--- config.mk ---
export PLATFORM = sky130hd
export DESIGN_NAME = fsm_seq
export DESIGN_NICKNAME = d
export VERILOG_FILES = /design/src/rtl/fsm_seq_pkg.sv /design/src/rtl/fsm_seq_cnt.sv /design/src/rtl/fsm_seq.sv
export SDC_FILE = /design/constraint.sdc
export NUM_CORES = 1
export LEC_CHECK = 0
export CORE_MARGIN = 8
export CORE_UTILIZATION = 40
export CTS_CLUSTER_DIAMETER = 120
export DETAILED_ROUTE_END_ITERATION = 10
export GPL_TIMING_DRIVEN = 0
export PLACE_DENSITY = 0.71
export SYNTH_ARGS = -nofsm -noshare
export SYNTH_HDL_FRONTEND = slang
export SYNTH_SLANG_ARGS = --single-unit
export TNS_END_PERCENT = 50
--- constraint.sdc ---
create_clock -name clk -period 2.68 [get_ports clk]
set_clock_uncertainty 0.15 [all_clocks]
set_input_delay 0.804 -clock clk [delete_from_list [all_inputs] [get_ports clk]]
set_output_delay 0.804 -clock clk [all_outputs]
set_load 0.1 [all_outputs]
--- src/rtl/fsm_seq_pkg.sv ---
// fsm_seq shared types and helpers.
// State encoding and gap counter sizing.
package fsm_seq_pkg;

    localparam int STATE_W = 2;

    typedef enum logic [STATE_W-1:0] {
        IDLE = 2'd0,
        GO   = 2'd1,
        GAP  = 2'd2,
        DONE = 2'd3
    } state_t;

    // Gap counter needs to hold GAP_LEN-1; never narrower than 1 bit.
    function automatic int gap_cnt_w(input int gap_len);
        if (gap_len < 1) return 1;
        return $clog2(gap_len + 1);
    endfunction

endpackage

--- src/rtl/fsm_seq_cnt.sv ---
// Loadable down-counter with terminal-count flag.
// Holds at zero; only a load moves it off zero.
module fsm_seq_cnt #(
    parameter int W = 8
) (
    input  logic         clk,
    input  logic         rst_n,
    input  logic         load,
    input  logic         en,
    input  logic [W-1:0] load_val,
    output logic         tc
);

    logic [W-1:0] cnt;

    // Load has priority; decrement stops at zero so it never wraps.
    always_ff @(posedge clk) begin
        if (!rst_n) begin
            cnt <= '0;
        end else if (load) begin
            cnt <= load_val;
        end else if (en && cnt != '0) begin
            cnt <= cnt - W'(1);
        end
    end

    assign tc = (cnt == '0);

endmodule

--- src/rtl/fsm_seq.sv ---
// Programmable control-pulse sequencer.
// Pulses ctl for go_len cycles, rep+1 times, with fixed gaps.
module fsm_seq
    import fsm_seq_pkg::*;
#(
    parameter int CNT_W    = 8,
    parameter int REP_W    = 4,
    parameter int GAP_LEN  = 2,
    parameter int ACK_MODE = 0
) (
    input  logic               clk,
    input  logic               rst_n,
    input  logic               start,
    input  logic [CNT_W-1:0]   go_len,
    input  logic [REP_W-1:0]   rep,
    input  logic               abort,
    input  logic               done_ack,
    output logic               ctl,
    output logic               done,
    output logic               busy,
    output logic               err,
    output logic [STATE_W-1:0] state_o
);

    localparam int GW = gap_cnt_w(GAP_LEN);
    localparam logic [GW-1:0] GAP_LOAD =
        (GAP_LEN > 0) ? GW'(GAP_LEN - 1) : '0;

    state_t             state;
    state_t             nxt;
    logic [CNT_W-1:0]   len_q;
    logic [REP_W-1:0]   rep_cnt;
    logic               len_tc;
    logic               gap_tc;
    logic               len_load;
    logic [CNT_W-1:0]   len_val;
    logic               gap_load;
    logic               rep_dec;
    logic               accept;

    assign accept = (state == IDLE) && start && (go_len != '0);

    fsm_seq_cnt #(.W(CNT_W)) u_len (
        .clk      (clk),
        .rst_n    (rst_n),
        .load     (len_load),
        .en       (state == GO),
        .load_val (len_val),
        .tc       (len_tc)
    );

    fsm_seq_cnt #(.W(GW)) u_gap (
        .clk      (clk),
        .rst_n    (rst_n),
        .load     (gap_load),
        .en       (state == GAP),
        .load_val (GAP_LOAD),
        .tc       (gap_tc)
    );

    // Next state plus counter load / repeat-decrement strobes.
    always_comb begin
        nxt      = state;
        len_load = 1'b0;
        len_val  = go_len - CNT_W'(1);
        gap_load = 1'b0;
        rep_dec  = 1'b0;
        unique case (state)
            IDLE: begin
                if (accept) begin
                    nxt      = GO;
                    len_load = 1'b1;
                end
            end
            GO: begin
                if (abort) begin
                    nxt = IDLE;
                end else if (len_tc) begin
                    if (rep_cnt == '0) begin
                        nxt = DONE;
                    end else if (GAP_LEN > 0) begin
                        nxt      = GAP;
                        gap_load = 1'b1;
                    end else begin
                        len_load = 1'b1;
                        len_val  = len_q - CNT_W'(1);
                        rep_dec  = 1'b1;
                    end
                end
            end
            GAP: begin
                if (abort) begin
                    nxt = IDLE;
                end else if (gap_tc) begin
                    nxt      = GO;
                    len_load = 1'b1;
                    len_val  = len_q - CNT_W'(1);
                    rep_dec  = 1'b1;
                end
            end
            DONE: begin
                if (abort || ACK_MODE == 0 || done_ack) begin
                    nxt = IDLE;
                end
            end
            default: nxt = IDLE;
        endcase
    end

    // State register, latched sequence fields and registered outputs.
    always_ff @(posedge clk) begin
        if (!rst_n) begin
            state   <= IDLE;
            len_q   <= '0;
            rep_cnt <= '0;
            ctl     <= 1'b0;
            done    <= 1'b0;
            busy    <= 1'b0;
            err     <= 1'b0;
        end else begin
            state <= nxt;
            ctl   <= (nxt == GO);
            done  <= (nxt == DONE);
            busy  <= (nxt != IDLE);
            err   <= (state == IDLE) && start && (go_len == '0);
            if (accept) begin
                len_q   <= go_len;
                rep_cnt <= rep;
            end else if (rep_dec) begin
                rep_cnt <= rep_cnt - REP_W'(1);
            end
        end
    end

    assign state_o = state;

endmodule

; Word-level counts from Yosys, hierarchy flattened
; Index checks and enable logic that the tools add are counted.
[word_totals]
regBits = 28
latchBits = 0
ram_bits = 0
mem_bits_ro = 0
in_bits = 17
output_inout_bits = 6
elab_cells = 64
mem_count = 0
[op_classes]
add_sub_neg = 5
n_mul = 0
div = 0
n_lt_le_gt_ge = 0
eq_ne = 5
shift = 0
mux = 25
bitwise = 1
n_reduce_logical = 18
[op_table]
columns = operator, count
row1 = $mux W8, 5
row2 = $sub A8 B1 Y8 const B, 3
row3 = $logic_not A8 Y1, 2
row4 = $reduce_bool A8 Y1, 2
row5 = $mux W1, 11
row6 = $mux W2, 5
row7 = $reduce_bool A2 Y1, 5
row8 = $mux W4, 2
row9 = $pmux W2 S4, 1
row10 = $eq A2 B2 Y1 const B, 3
row11 = $logic_and A1 B1 Y1, 5
row12 = $eq A2 B1 Y1 const B, 2
row13 = $logic_not A2 Y1, 2
row14 = $logic_not A4 Y1, 1
row15 = $sub A4 B1 Y4 const B, 1
row16 = $pmux W1 S2, 1
row17 = $reduce_or A2 Y1, 1
row18 = $sub A2 B1 Y2 const B, 1
row19 = $not A1 Y1, 1

; Depth between registers and ports, before layout
[depth]
depth_word = 6
mapped_depth = 8
depth_no_buf = 7

; Cells and area by module
; A second synthesis with hierarchy kept.
[hier_totals]
cells_unflattened = 203
area_unflattened_um2 = 1756.7
[by_module_without_submodules]
columns = module, instances, cells_per_inst, area_per_inst_um2, seq_area_each_um2
row1 = fsm_seq, 1, 131, 1126.1, 360.3
row2 = fsm_seq_cnt (u_len), 1, 58, 508.0, 160.2
row3 = fsm_seq_cnt (u_gap), 1, 14, 122.6, 40.0

; Least setup slack after synthesis
; Ideal clock, no wire load.
[synth_path]
path_type = reg-to-reg
from = reg state[0], in the netlist state_o[0]
to = reg u_len.cnt[5]
setup_ns = 0.116
arrival_ns = 2.181
required_ns = 2.414
slack_ns = 0.232
stages_incl_launch_ff = 6
path_buffers = 0
synth_period_minus_slack_ns = 2.448
cell_sequence = dfxtp_1 nand2b_1 nor4_2 o21ai_1 o41a_1 o211a_1
[synth_via]
elab_chain_len = 6
elab_cells_between_ends = 11
classes_between = 2 x eq/ne / 4 x mux / 5 x reduce/logical
[synth_lines]
columns = item, line_no
row1 = "start, declared", fsm_seq.sv:29  ; state_t state;
row2 = "start signal, assigned", fsm_seq.sv:121  ; state <= nxt;
row3 = $logic_not A2 Y1, "fsm_seq.sv:41, fsm_seq.sv:68"
row4 = $logic_and A1 B1 Y1 (2 in series), fsm_seq.sv:41  ; assign accept = (state == IDLE) && start && (go_len != '0);
row5 = $mux W1, fsm_seq.sv:70  ; if (accept) begin
row6 = $pmux W1 S2, fsm_seq.sv:68  ; unique case (state)
row7 = $mux W8 or $reduce_bool A2 Y1 (tied branches), -
row8 = "end signal, assigned", fsm_seq_cnt.sv:21  ; cnt <= load_val;
row9 = "end signal, assigned", fsm_seq_cnt.sv:23  ; cnt <= cnt - W'(1);
row10 = "end, declared", fsm_seq_cnt.sv:14  ; logic [W-1:0] cnt;
; Several ways; a longest one is shown, not always the timed one.
; A chain may end at the register's enable or synchronous reset.

; Worst setup path after layout
[layout_path]
from = in go_len[5]
to = reg u_len.cnt[5]
[layout_via]
elab_chain_len = 5
elab_cells_between_ends = 10
classes_between = 1 x add/sub / 6 x mux / 3 x reduce/logical
[layout_lines]
columns = item, line_no
row1 = "start, declared", fsm_seq.sv:14  ; input logic [CNT_W-1:0] go_len,
row2 = $sub A8 B1 Y8 or $reduce_bool A8 Y1 (tied branches), "fsm_seq.sv:65, fsm_seq.sv:41"
row3 = $mux W8 or $logic_and A1 B1 Y1 (tied branches), "fsm_seq.sv:94, fsm_seq.sv:41"
row4 = $mux W8 or $mux W1 (tied branches), "fsm_seq.sv:92, fsm_seq.sv:70"
row5 = $mux W8 or $pmux W1 S2 (tied branches), -
row6 = $mux W8 or $reduce_bool A2 Y1 (tied branches), -
; Several ways; a longest one is shown, not always the timed one.

==> impl_metrics.env <==
export IMPL_status="complete, no violations"
export IMPL_design_area_mm2=0.00208
export IMPL_wl_per_cell_um=14.7
export IMPL_post_route_drc_count=0
export IMPL_final_common_cell="nand2_1"
export IMPL_post_synth_cell_area_avg_um2=8.22
export IMPL_grt_overflow=0
export IMPL_grt_pass1_wl_um=7450
export IMPL_path_class="in -> reg"
export IMPL_async_flop_share=0
export IMPL_routed_wl_um=4240
export IMPL_drv_cap=0
export IMPL_die_y_um=82.0
export IMPL_max_freq_ghz=0.388
export IMPL_syn_area_mm2=0.00174
export IMPL_port_buffers=20
export IMPL_endpoint_kind="flip-flop"
export IMPL_syn_inst=212
export IMPL_antenna_found_initial=0
export IMPL_fin_crit_sh=0.962
export IMPL_drtPass1Iterations=4
export IMPL_grt_usage=0.137
export IMPL_cts_tree="yes"
export IMPL_clockRootBuffer="clkbuf_8"
export IMPL_tns_ns=0
export IMPL_die_w_um=82.0
export IMPL_cts_max_path_buffers=2
export IMPL_gp_congestion=0.790
export IMPL_synth_seq_cells=28
export IMPL_ir_drop_v=0.000322
export IMPL_yosys_cell_types_count=50
export IMPL_worst_ep_required_time_ns=2.71
export IMPL_ys_warn_count=0
export IMPL_synth_edff_count=0
export IMPL_p_leak_uw=0.000848
export IMPL_hold_violations=0
export IMPL_insertion_delay_ns=0.28
export IMPL_pre_cts_ws_ns=-0.351
export IMPL_final_cell_mix="36 x nand2_1, 28 x dfxtp_1, 17 x inv_1, 17 x nor2_1, 13 x clkdlybuf4s50_1"
export IMPL_hold_buffers=0
export IMPL_seq_area_frac_synth=0.322
export IMPL_dp_hpwl_um=3260
export IMPL_power_uw=1090
export IMPL_crit_arrival_ns=2.61
export IMPL_maxSlewViolCount=0
export IMPL_antenna_cells=0
export IMPL_synthTopCellsByArea="dfxtp_1 32%, nand2_1 7.8%, a21boi_1 4.7%"
export IMPL_worst_slew_pin_slew_ns=0.965
export IMPL_setup_slack_ns=0.102
export IMPL_utilization=0.487
export IMPL_core_area_mm2=0.00426
export IMPL_synth_top_area_cell="dfxtp_1"
export IMPL_cts_htree_levels=1
export IMPL_drt_iter0_drc=130
export IMPL_die_area_mm2=0.00672
export IMPL_initial_core_util=0.408
export IMPL_cts_sinks=28
export IMPL_setup_viol=0
export IMPL_drive_above_1_share=0.0886
export IMPL_synth_top_area_frac=0.322
export IMPL_worstPathMaxFanout=8
export IMPL_hold_path_class="reg -> reg"
export IMPL_vias=1578
export IMPL_power_density_mw_per_mm2=526
export IMPL_placed_area_mm2=0.00201
export IMPL_ant_nets=0
export IMPL_synth_ff_type="dfxtp_1"
export IMPL_slew_headroom=0.359
export IMPL_grt_max_degree=17
export IMPL_rows=24
export IMPL_first_global_vias=1567
export IMPL_routed_via_density=5.46
export IMPL_nets=261
export IMPL_cts_buffers=3
export IMPL_crit_path_start_kind="primary input"
export IMPL_synth_net_count=235
export IMPL_area_delta_synth_final_pct=19.3
export IMPL_rsz0062_at_grt="no"
export IMPL_ios=23
export IMPL_layout_min_cycle_time_ns=2.58
export IMPL_clk_pin_slew_ns=0.10
==> cells by family (layout without fill, tap and decap cells) <==
logic type,count (synthesis),after routing,synth area share
xor+xnor,16,16,0.0805
simple gates,86,86,0.264
flops,28,28,0.322
buf+inv,25,50,0.0575
fa+ha+maj,6,6,0.0431
mux,2,2,0.0122
compound gates,49,49,0.221
==> power by group <==
part           switching, uW  internal [uW]
Clock                    144            200
Combinational            156            116
Sequential              33.0            445
==> final cells by class <==
| class | count | area, um2 |
|---|---|---|
| inverter | 17 | 63.8 |
| tap | 52 | 65.1 |
| clock inverter | 1 | 30.0 |
| buffer | 8 | 41.3 |
| timing repair buffer | 21 | 195 |
| fill | 439 | 2190 |
| clock buffer | 3 | 41.3 |
| multi-input combinational | 159 | 1080 |
| sequential | 28 | 561 |
==> worst max-delay path, stage by stage <==
cell and delay (ns):
clkdlybuf4s50_1 0.50, nor4_4 0.44, a31oi_2 0.20, nor2_2 0.32, o311ai_0 0.19, o211a_1 0.15
==> cell usage after synthesis (2+ instances only) <==
cell and instances:
nand2_1 36, dfxtp_1 28, inv_1 17, nor2_1 17, a21boi_1 11, a21oi_1 9
xnor2_1 8, xor2_1 8, ha_1 6, clkbuf_1 5, nand3_1 5, nor3_1 5
o21ai_0 5, o21ai_1 4, nand2b_1 3, nor3b_1 3, o211a_1 3, and3_1 2
buf_2 2, nand3b_1 2, nor4_2 2, o211ai_1 2, o32ai_1 2
==> metrics by stage <==
| stage | instances | hold slack (ns) |
|---|---|---|
| global route | 289 | 0.369 |
| detailed placement | 284 | 0.322 |
| finish | 289 | 0.336 |
| floorplan | 212 | 0.298 |
| CTS | 288 | 0.336 |
| global placement | 284 | 0.315 |
==> metal layers <==
metal / share of wire / GRT usage
met1: 0.47 / 0.175
met2: 0.48 / 0.232
met5: 0 / 0
met3: 0.039 / 0.0252
met4: 0.012 / 0.0298
==> state kept, by name, indices dropped and copies added (netlist names) <==
name and cells:
busy 1, len_q 8, done 1, state_o 2, err 1, rep_cnt 4, u_gap.cnt 2, ctl 1
u_len.cnt 8
==> what timing repair did <==
item	CTS	global route
resized for setup	8	5
pin swaps	1	1
endpoints found under the setup margin	15	13
buffers inserted	0	1
==> path summary, 6_finish.rpt <==
check / from / endpoint / slack, ns / cells past startpoint
setup / recovery: go_len[5] / u_len.cnt[5] / 0.10 / 6
hold / removal: len_q[7] / len_q[7] / 0.34 / 2
setup reg to reg: u_gap.cnt[0] / u_len.cnt[5] / 0.62 / 7
hold reg to reg: len_q[7] / len_q[7] / 0.34 / 2
Note: power is estimated with default switching activity, not from simulation.
